===== src/rtl/nibble_serial_adder.sv =====
// Multi-cycle WIDTH-bit adder that feeds an external 4-bit adder one nibble per cycle.
// The carry between nibbles is chained through carry_r.
module nibble_serial_adder #(
  parameter int WIDTH = 16  // multiple of 4, at least 8
) (
  input  logic             clk,
  input  logic             rst,
  input  logic             in_valid,
  output logic             in_ready,
  input  logic [WIDTH-1:0] op_a,
  input  logic [WIDTH-1:0] op_b,
  input  logic             op_cin,
  output logic [3:0]       add_a,
  output logic [3:0]       add_b,
  output logic             add_cin,
  input  logic [3:0]       add_sum,
  input  logic             add_cout,
  output logic             out_valid,
  input  logic             out_ready,
  output logic [WIDTH-1:0] result,
  output logic             result_cout,
  output logic             overflow
);

  localparam int NIBBLES = WIDTH / 4;
  localparam int IDX_W   = $clog2(NIBBLES);
  localparam logic [IDX_W-1:0] LAST_IDX = IDX_W'(NIBBLES - 1);

  typedef enum logic [1:0] {IDLE, RUN, DONE} state_t;

  state_t state, state_nx;
  logic [IDX_W-1:0] idx;
  logic carry_r;
  logic [NIBBLES-1:0][3:0] a_r, b_r, res_r;

  always_ff @(posedge clk or posedge rst) begin
    if (rst) state <= IDLE;
    else     state <= state_nx;
  end

  always_comb begin
    state_nx  = state;
    add_a     = 4'd0;
    add_b     = 4'd0;
    add_cin   = 1'b0;
    in_ready  = (state == IDLE);
    out_valid = (state == DONE);
    case (state)
      IDLE: if (in_valid) state_nx = RUN;
      RUN: begin
        add_a   = a_r[idx];
        add_b   = b_r[idx];
        add_cin = carry_r;
        if (idx == LAST_IDX) state_nx = DONE;
      end
      DONE: if (out_ready) state_nx = IDLE;
      default: state_nx = IDLE;
    endcase
  end

  // Unwritten result nibbles keep the previous operation's values until overwritten
  always_ff @(posedge clk or posedge rst) begin
    if (rst) begin
      idx         <= '0;
      carry_r     <= 1'b0;
      a_r         <= '0;
      b_r         <= '0;
      res_r       <= '0;
      result_cout <= 1'b0;
      overflow    <= 1'b0;
    end else begin
      case (state)
        IDLE: if (in_valid) begin
          a_r     <= op_a;
          b_r     <= op_b;
          carry_r <= op_cin;
          idx     <= '0;
        end
        RUN: begin
          res_r[idx] <= add_sum;
          carry_r    <= add_cout;
          if (idx == LAST_IDX) begin
            result_cout <= add_cout;
            overflow    <= (a_r[NIBBLES-1][3] == b_r[NIBBLES-1][3]) &
                           (add_sum[3] != a_r[NIBBLES-1][3]);
            idx         <= '0;
          end else begin
            idx <= idx + IDX_W'(1);
          end
        end
        default: ;
      endcase
    end
  end

  assign result = res_r;

endmodule


===== config.mk =====
export PLATFORM = sky130hd
export DESIGN_NAME = nibble_serial_adder
export DESIGN_NICKNAME = d
export VERILOG_FILES = /design/src/rtl/nibble_serial_adder.sv
export SDC_FILE = /design/constraint.sdc
export NUM_CORES = 1
export LEC_CHECK = 0
export BUFFER_PORTS_ARGS = -buffer_cell sky130_fd_sc_hd__clkbuf_2
export CORE_MARGIN = 1
export CORE_UTILIZATION = 50
export DETAILED_ROUTE_END_ITERATION = 16
export HOLD_SLACK_MARGIN = 0.03
export PLACE_DENSITY = 0.88
export SLEW_MARGIN = 40
export SYNTH_ARGS = -nofsm -noshare
export SYNTH_HDL_FRONTEND = slang
export SYNTH_SLANG_ARGS = --single-unit
export TNS_END_PERCENT = 10

===== constraint.sdc =====
create_clock -name clk -period 4.5 [get_ports clk]
set_input_delay 0.45 -clock clk [delete_from_list [all_inputs] [get_ports clk]]
set_output_delay 0.45 -clock clk [all_outputs]
set_load 0.01 [all_outputs]

### Yosys cells after proc, flatten, opt, wreduce, memory -nomap -nowiden

Cells that the tools add are included.
Widths: inputs -> output; s select.

* shift-type cells: 0
* add/sub/neg operators: 1
* div/mod/pow operators: 0
* mux-type cells: 19
* multiply operators: 0
* equal/unequal tests: 8
* order comparisons: 2
* reductions and logical operators: 7
* bitwise operators: 1

Operators by type and width (count)
* $mux 4: 5
* $bmux 4 s2: 2
* $bwmux 16: 1
* $mux 2: 5
* $demux 4 s2: 1
* $pmux 2 s3: 1
* $reduce_and 2->1: 3
* $eq 2x2->1 const B: 2
* $ne 2x2->1 const B: 2
* $pmux 2 s2: 1
* $lt 2x3->1 const B: 1
* $reduce_and 3->1: 1
* $add 2x1->2 const B: 1
* $eq 2x1->1 const B: 1
* $ge 2x1->1 const B: 1
* $logic_not 2->1: 1
* $mux 1: 2
* $ne 2x1->1 const B: 1
* $pmux 1 s2: 1
* $reduce_bool 2->1: 1
* $and 1x1->1: 1
* $eq 1x1->1: 1
* $logic_and 1x1->1: 1
* $ne 1x1->1: 1

* bits in read-only memories: 0
* register bits: 55
* memories: 0
* input bits: 42
* output and inout bits: 29
* bits in latches: 0
* memory bits (writable): 0

### Logic depth before layout (Yosys ltp)

Gate-level depths: netlist of the first run.

* depth in word-level cells: 5
* mapped depth: 5

### Least setup slack after synthesis of the first run

OpenSTA, ideal clock, no wires.

* path kind: reg-to-output
* from: register idx[0]
* to: output port add_b[3]
* cell stages (with the launch flop): 4
* arrival: 1.241 ns
* slack: 2.809 ns
* data required time: 4.050 ns
* path through: dfrtp_1 > buf_6 > mux4_2 > and2_1

* longest elaborated chain between the ends: 3

RTL lines
* start: declaration: line 32 `logic [IDX_W-1:0] idx;`
* start signal: assignment: line 88 `idx <= idx + IDX_W'(1);`
* $bmux 4 s2: line 52 `add_b = b_r[idx];`
* $mux 4 (implied by the code): line 52
* $mux 4: line 48 `case (state)`
* end: declaration: line 14 `output logic [3:0] add_b,`

Every way passes these cells. The select of a mux whose other input is x is not followed.

### Worst setup path in the final report of the first run

* from: register idx[0]
* to: output port add_a[2]

* longest elaborated chain between the ends: 3

RTL lines
* $bmux 4 s2: line 51 `add_a = a_r[idx];`
* $mux 4 (implied by the code): line 51
* $mux 4: line 48
* end: declaration: line 13 `output logic [3:0] add_a,`

Every way passes these cells. The select of a mux whose other input is x is not followed.

==> reports/metrics.csv, run 1 <==
stage,metric,value,unit
floorplanning,CORE AREA,4720,um2
setup_path,"slowest stage delay, CP",0.80,ns
place,port bufs,70,
min_path,Hold Path Class,primary input to asynchronous set/reset pin,
clock_tree,CTS tree,done,
detailed_routing,via density per instance,5.01,
timing,crit share post-route,53.9,%
setup_path,worst setup path endpoint,add_a[2],
detailed_routing,Detailed Route WL,5.11,mm
logic_synthesis,Post-Syn Instances,227,
run_status,failing checks,design-rule violations,
power,clock power share,15.8,%
logic_synthesis,"count leader, synth",nand2_1,
cells_and_area,Area Overhead vs Synth,19.9,%
grt,Overall Global Routing Usage,21.4,%
floorplanning,area of the die,5190,um2
clock_tree,hold buffer count at CTS,0,
power,Leakage,1.56,nW
timing,unrepaired setup endpoints after global routing,false,
logic_synthesis,register area share after synthesis,56.1,%
floorplanning,Starting Density,51.9,%
logic_synthesis,Synth warnings,0,
clock_tree,TritonCTS Buffers,5,
logic_synthesis,Yosys cell types,23,
timing,TNS Setup,0,ns
logic_synthesis,Synth area leaders,"dfrtp_1 (56%), nand2_1 (16%), mux2_2 (7.8%)",
setup_path,R2R Setup Slk,2.53,ns
logic_synthesis,Synth Area per Inst,10.8,um2
cells_and_area,layout cells sized above 1,36.5,%
logic_synthesis,Synth Register Bits,55,
clock_tree,clock-pin slew on the worst setup and hold paths,0.10,ns
setup_path,Worst path slowest cell,dfrtp_1,
clock_tree,Setup Buffers After CTS,0,
grt,routing usage on met3,4.31,%
timing,measured slew at the worst slew-check pin,0.682,ns
detailed_routing,wire per inst,14.1,um
detailed_routing,via count,1820,
logic_synthesis,Yosys top cell by area,dfrtp_1,
power,worst IR drop on VDD,0.357,mV
detailed_routing,Post-DRT Antenna Nets,0,
clock_tree,htree depth,2,
grt,Overflow after GRT,0,
floorplanning,Rows,25,
floorplanning,die width,72.0,um
clock_tree,clk root buf,clkbuf_8,
setup_path,FF-to-FF End,result[15],
power,sequential share of power,43.4,%
timing,max frequency,0.412,GHz
setup_path,r2r startpoint,idx[0],
run_status,outcome,"finished, violations left",
place,HPWL reported at the end of detailed placement,3.61,mm
power,NetSw,0.776,mW
flow_run,Max-Cap Viols,0,
timing,Worst slew margin,54.5,%
timing,setup ws final,2.08,ns
grt,met1 GRT Util,27.2,%
cells_and_area,final net count,341,
setup_path,worst-path fanout max,13,
floorplanning,Die H,72.0,um
setup_path,"Arr. time, crit path",1.97,ns
timing,Final Hold Fails,0,
grt,M2 GR Usage,36.1,%
detailed_routing,TritonRoute pass-1 iters,10,
logic_synthesis,Mapped Area,2450,um2
grt,layer with the highest usage,met2,
logic_synthesis,"top cells by count, synth","nand2_1 (103), dfrtp_1 (55), mux2_2 (17)",
logic_synthesis,Synth top area share,56.1,%
grt,vias in the first global route,1832,
setup_path,CP required,4.05,ns
grt,first-pass GRT wire length,8.43,mm
clock_tree,CTS max path bufs,2,
clock_tree,CTS-repair resized insts,0,
timing,Setup Viol. Count Final,0,
timing,Layout Skew,0.0104,ns
setup_path,critical path startpoint category,flip-flop,
setup_path,CP Cell Sequence,mux4_2 -> and2_1 -> clkbuf_2,
timing,shortest period the worst path allows,2.42,ns
power,design internal power,1.35,mW
setup_path,Setup crit end kind,output port,
detailed_routing,Initial DRC Count,93,
power,switch share,36.5,%
logic_synthesis,Post-synth EDFFs,0,
logic_synthesis,Synth Flop Type,dfrtp_1,
power,PwrDens,724,nW/um2
grt,largest net degree at the start of global routing,56,
setup_path,crit path launch,idx[0],
clock_tree,Clock Sinks,55,
setup_path,R2R cell count,3,
place,Placer Congestion,0.792,
place,"worst slack, placed",2.41,ns
grt,initial antenna violation count,0,
logic_synthesis,fraction of registers with async set/reset,100,%
floorplanning,# IOs,71,
power,Combinational Power Share,40.8,%
timing,Slew Limit Fails,0,
detailed_routing,# DRC,1,
clock_tree,clock latency on the worst-skew pair,0.31,ns
setup_path,Setup CP Type,flip-flop to output port,
cells_and_area,diode count,0,
logic_synthesis,net count after synthesis,273,
-- state kept, by name (all words and copies together), names as in the netlist --
name         count
a_r             16
b_r             16
result          16
idx              2
state            2
carry_r          1
overflow         1
result_cout      1
-- cells by family after synthesis --
kind of cell	share of synthesized area (%)
simple gates	21.4
mux	15.2
flops	56.1
compound gates	1.53
buf+inv	3.72
fa+ha+maj	2.04
-- worst min-delay path by stage --
stage | start | to | cells after the start
floorplan | a_r[11] | a_r[11] | 2
global placement | b_r[11] | b_r[11] | 2
detailed placement | a_r[6] | a_r[6] | 2
CTS | rst | state[1] | 2
global route | rst | result[1] | 2
finish | rst | a_r[8] | 2
-- power groups by stage --
stage                     combinational (mW)  sequential [mW]  clock, mW
after floorplan                        0.633            0.891          0
after global placement                 0.837            0.913          0
after detailed placement               0.876            0.929          0
after CTS                              0.881            0.922      0.340
after global routing                   0.967            0.956      0.355
final                                  0.868            0.925      0.336
-- cell usage in the layout (no fill, tap or decap), drive strengths merged --
master  count
a21oi       1
a22oi       1
and2        9
and2b       1
and3b       1
buf         1
bufinv      1
clkbuf     76
clkinv      1
dfrtp      55
ha          4
inv         3
mux2       17
mux4        8
nand2     103
nand2b      2
nand3       2
nand3b      1
nor2        2
nor2b       1
nor3b       1
o21ai       2
o31ai       2
or3b        1
-- through the flow --
step / utilization, % / total power, mW / hold slack (ns) / std cells / instance area [um2]
finish: 62.3 / 2.13 / 0.232 / 363 / 2940
CTS: 62.3 / 2.14 / 0.251 / 363 / 2940
floorplan: - / 1.52 / 0.439 / 227 / 2450
global placement: 59.7 / 1.75 / 0.452 / 355 / 2820
detailed placement: 59.8 / 1.81 / 0.459 / 355 / 2820
global route: 62.3 / 2.28 / 0.288 / 363 / 2940
-- layout make-up --
class / count / area (um2)
Tap cell: 67 / 83.8
Timing Repair Buffer: 71 / 358
Fill cell: 390 / 1780
Sequential cell: 55 / 1380
Inverter: 3 / 13.8
Clock inverter: 2 / 35.0
Multi-Input combinational cell: 159 / 991
Clock buffer: 6 / 82.6
-- critical path, delay by kind of cell (launching register included) --
| kind | cells | cell delay, ns |
|---|---|---|
| buf+inv | 1 | 0.12 |
| flops | 1 | 0.80 |
| mux | 1 | 0.58 |
| simple gates | 1 | 0.17 |
-- per-layer routing --
metal,wire [um],share of wire (%)
met1,2250,44
met2,2610,51
met3,170,3.3
met5,0,0
met4,82,1.6
No activity file was read; power rests on OpenSTA's default activity.
==> inputs of run 2 (changes only) <==
==> constraint.sdc (replaced) <==
create_clock -name clk -period 2.55 [get_ports clk]
set_input_delay 0.255 -clock clk [delete_from_list [all_inputs] [get_ports clk]]
set_output_delay 0.255 -clock clk [all_outputs]
set_load 0.01 [all_outputs]
==> run 2 against run 1 <==
The run still ends with design-rule violations left. Sequential power grew 76%. Final cell count grew 1.1%. Critical path depth is the same.
==> reports/metrics.csv, run 2 (synthesis results as in run 1) <==
stage,metric,value,unit
cells_and_area,most frequent cells in the layout,"nand2_1 (103), clkbuf_2 (70), dfrtp_1 (55)",
grt,first-pass GRT wire length,8.47,mm
detailed_routing,TritonRoute pass-1 iters,11,
timing,Setup Viol. Count Final,0,
clock_tree,hold buffer count at CTS,1,
place,HPWL reported at the end of detailed placement,3.76,mm
setup_path,Setup CP Type,flip-flop to output port,
floorplanning,area of the die,5190,um2
clock_tree,clock-pin slew on the worst setup and hold paths,0.10,ns
detailed_routing,via count,1839,
setup_path,Worst path slowest cell,dfrtp_1,
timing,unrepaired setup endpoints after global routing,false,
timing,worst hold margin,0.135,ns
grt,initial antenna violation count,0,
clock_tree,CTS max path bufs,2,
grt,largest net degree at the start of global routing,33,
setup_path,CP required,2.30,ns
floorplanning,Starting Density,51.9,%
cells_and_area,final net count,345,
cells_and_area,fin util,63.2,%
clock_tree,CTS tree,done,
floorplanning,Rows,25,
run_status,outcome,"finished, violations left",
detailed_routing,Post-DRT Antenna Nets,0,
cells_and_area,diode count,0,
floorplanning,Die H,72.0,um
grt,vias in the first global route,1876,
setup_path,CP Cell Sequence,mux4_2 -> and2_1 -> clkbuf_2,
timing,shortest period the worst path allows,2.22,ns
clock_tree,TritonCTS Buffers,5,
detailed_routing,wire per inst,14.1,um
timing,TNS Setup,0,ns
setup_path,"Arr. time, crit path",1.97,ns
floorplanning,CORE AREA,4720,um2
timing,Final Hold Fails,0,
clock_tree,clk root buf,clkbuf_8,
detailed_routing,Detailed Route WL,5.16,mm
setup_path,Setup crit end kind,output port,
cells_and_area,Area Overhead vs Synth,21.7,%
place,port bufs,70,
grt,Overall Global Routing Usage,21.5,%
clock_tree,htree depth,2,
setup_path,"slowest stage delay, CP",0.78,ns
setup_path,worst-path fanout max,13,
floorplanning,die width,72.0,um
timing,max frequency,0.450,GHz
place,"worst slack, placed",0.637,ns
cells_and_area,layout cells sized above 1,36.3,%
flow_run,Max-Cap Viols,0,
clock_tree,clock latency on the worst-skew pair,0.30,ns
min_path,Hold Path Class,primary input to flip-flop,
grt,Overflow after GRT,0,
timing,Layout Skew,0.00550,ns
clock_tree,Setup Buffers After CTS,0,
timing,crit share post-route,87.1,%
detailed_routing,via density per instance,5.01,
setup_path,critical path startpoint category,flip-flop,
cells_and_area,"commonest non-fill, non-tap cell in the layout",nand2_1,
clock_tree,CTS-repair resized insts,0,
clock_tree,Clock Sinks,55,
setup_path,Crit path max-delay family,flip-flops,
power,Leakage,1.58,nW
timing,Worst slew margin,55.5,%
power,worst IR drop on VDD,0.620,mV
place,Placer Congestion,0.779,
detailed_routing,# DRC,1,
power,overall power,3.85,mW
run_status,failing checks,design-rule violations,
setup_path,WP buf/inv,1,
power,PwrDens,1290,nW/um2
detailed_routing,Initial DRC Count,113,
timing,setup ws final,0.328,ns
timing,measured slew at the worst slew-check pin,0.667,ns
floorplanning,# IOs,71,
timing,Slew Limit Fails,0,
[run 2: area by class of cell]
type | count | area (um2)
clock buffer | 6 | 72.6
sequential | 55 | 1380
multi-input combinational | 159 | 991
fill | 371 | 1740
timing repair buffer | 75 | 390
inverter | 3 | 11.3
clock inverter | 2 | 60.1
tap | 67 | 83.8
[run 2: worst paths after layout]
kind / from / cells after the start / end / slack [ns]
worst max-delay path: idx[0] / 3 / add_a[1] / 0.33
worst min-delay path: op_a[1] / 3 / a_r[1] / 0.14
worst max register to register: idx[0] / 3 / result_cout / 0.63
worst min register to register: b_r[12] / 2 / b_r[12] / 0.48
max in group asynchronous: rst / 4 / b_r[8] / 1.52
min in group asynchronous: rst / 3 / b_r[11] / 0.42
[run 2: per-layer routing]
layer / vias to the layer above / global-route usage (%) / share of wire (%)
li1: 881 / - / -
met1: 899 / 27.4 / 42
met2: 53 / 35.6 / 53
met3: 6 / 3.89 / 3.6
met4: 0 / 10.9 / 1.2
met5: - / 0 / 0
[run 2: report_power, final]
group | internal [mW] | total, mW | switching (mW)
clock | 0.392 | 0.666 | 0.274
sequential | 1.30 | 1.63 | 0.328
combinational | 0.780 | 1.55 | 0.775
[run 2: worst reg2reg max path: cells and delay by family, from the launching register on]
kind | cells | cell delay, ns
flops | 1 | 0.78
mux | 1 | 0.39
fa+ha+maj | 1 | 0.32
simple gates | 1 | 0.33
[run 2: through the flow]
stage,instance area [um2],std cells
after detailed placement,2840,358
after global placement,2840,358
after global routing,2990,367
after CTS,2990,367
after floorplan,2450,227
final,2990,367
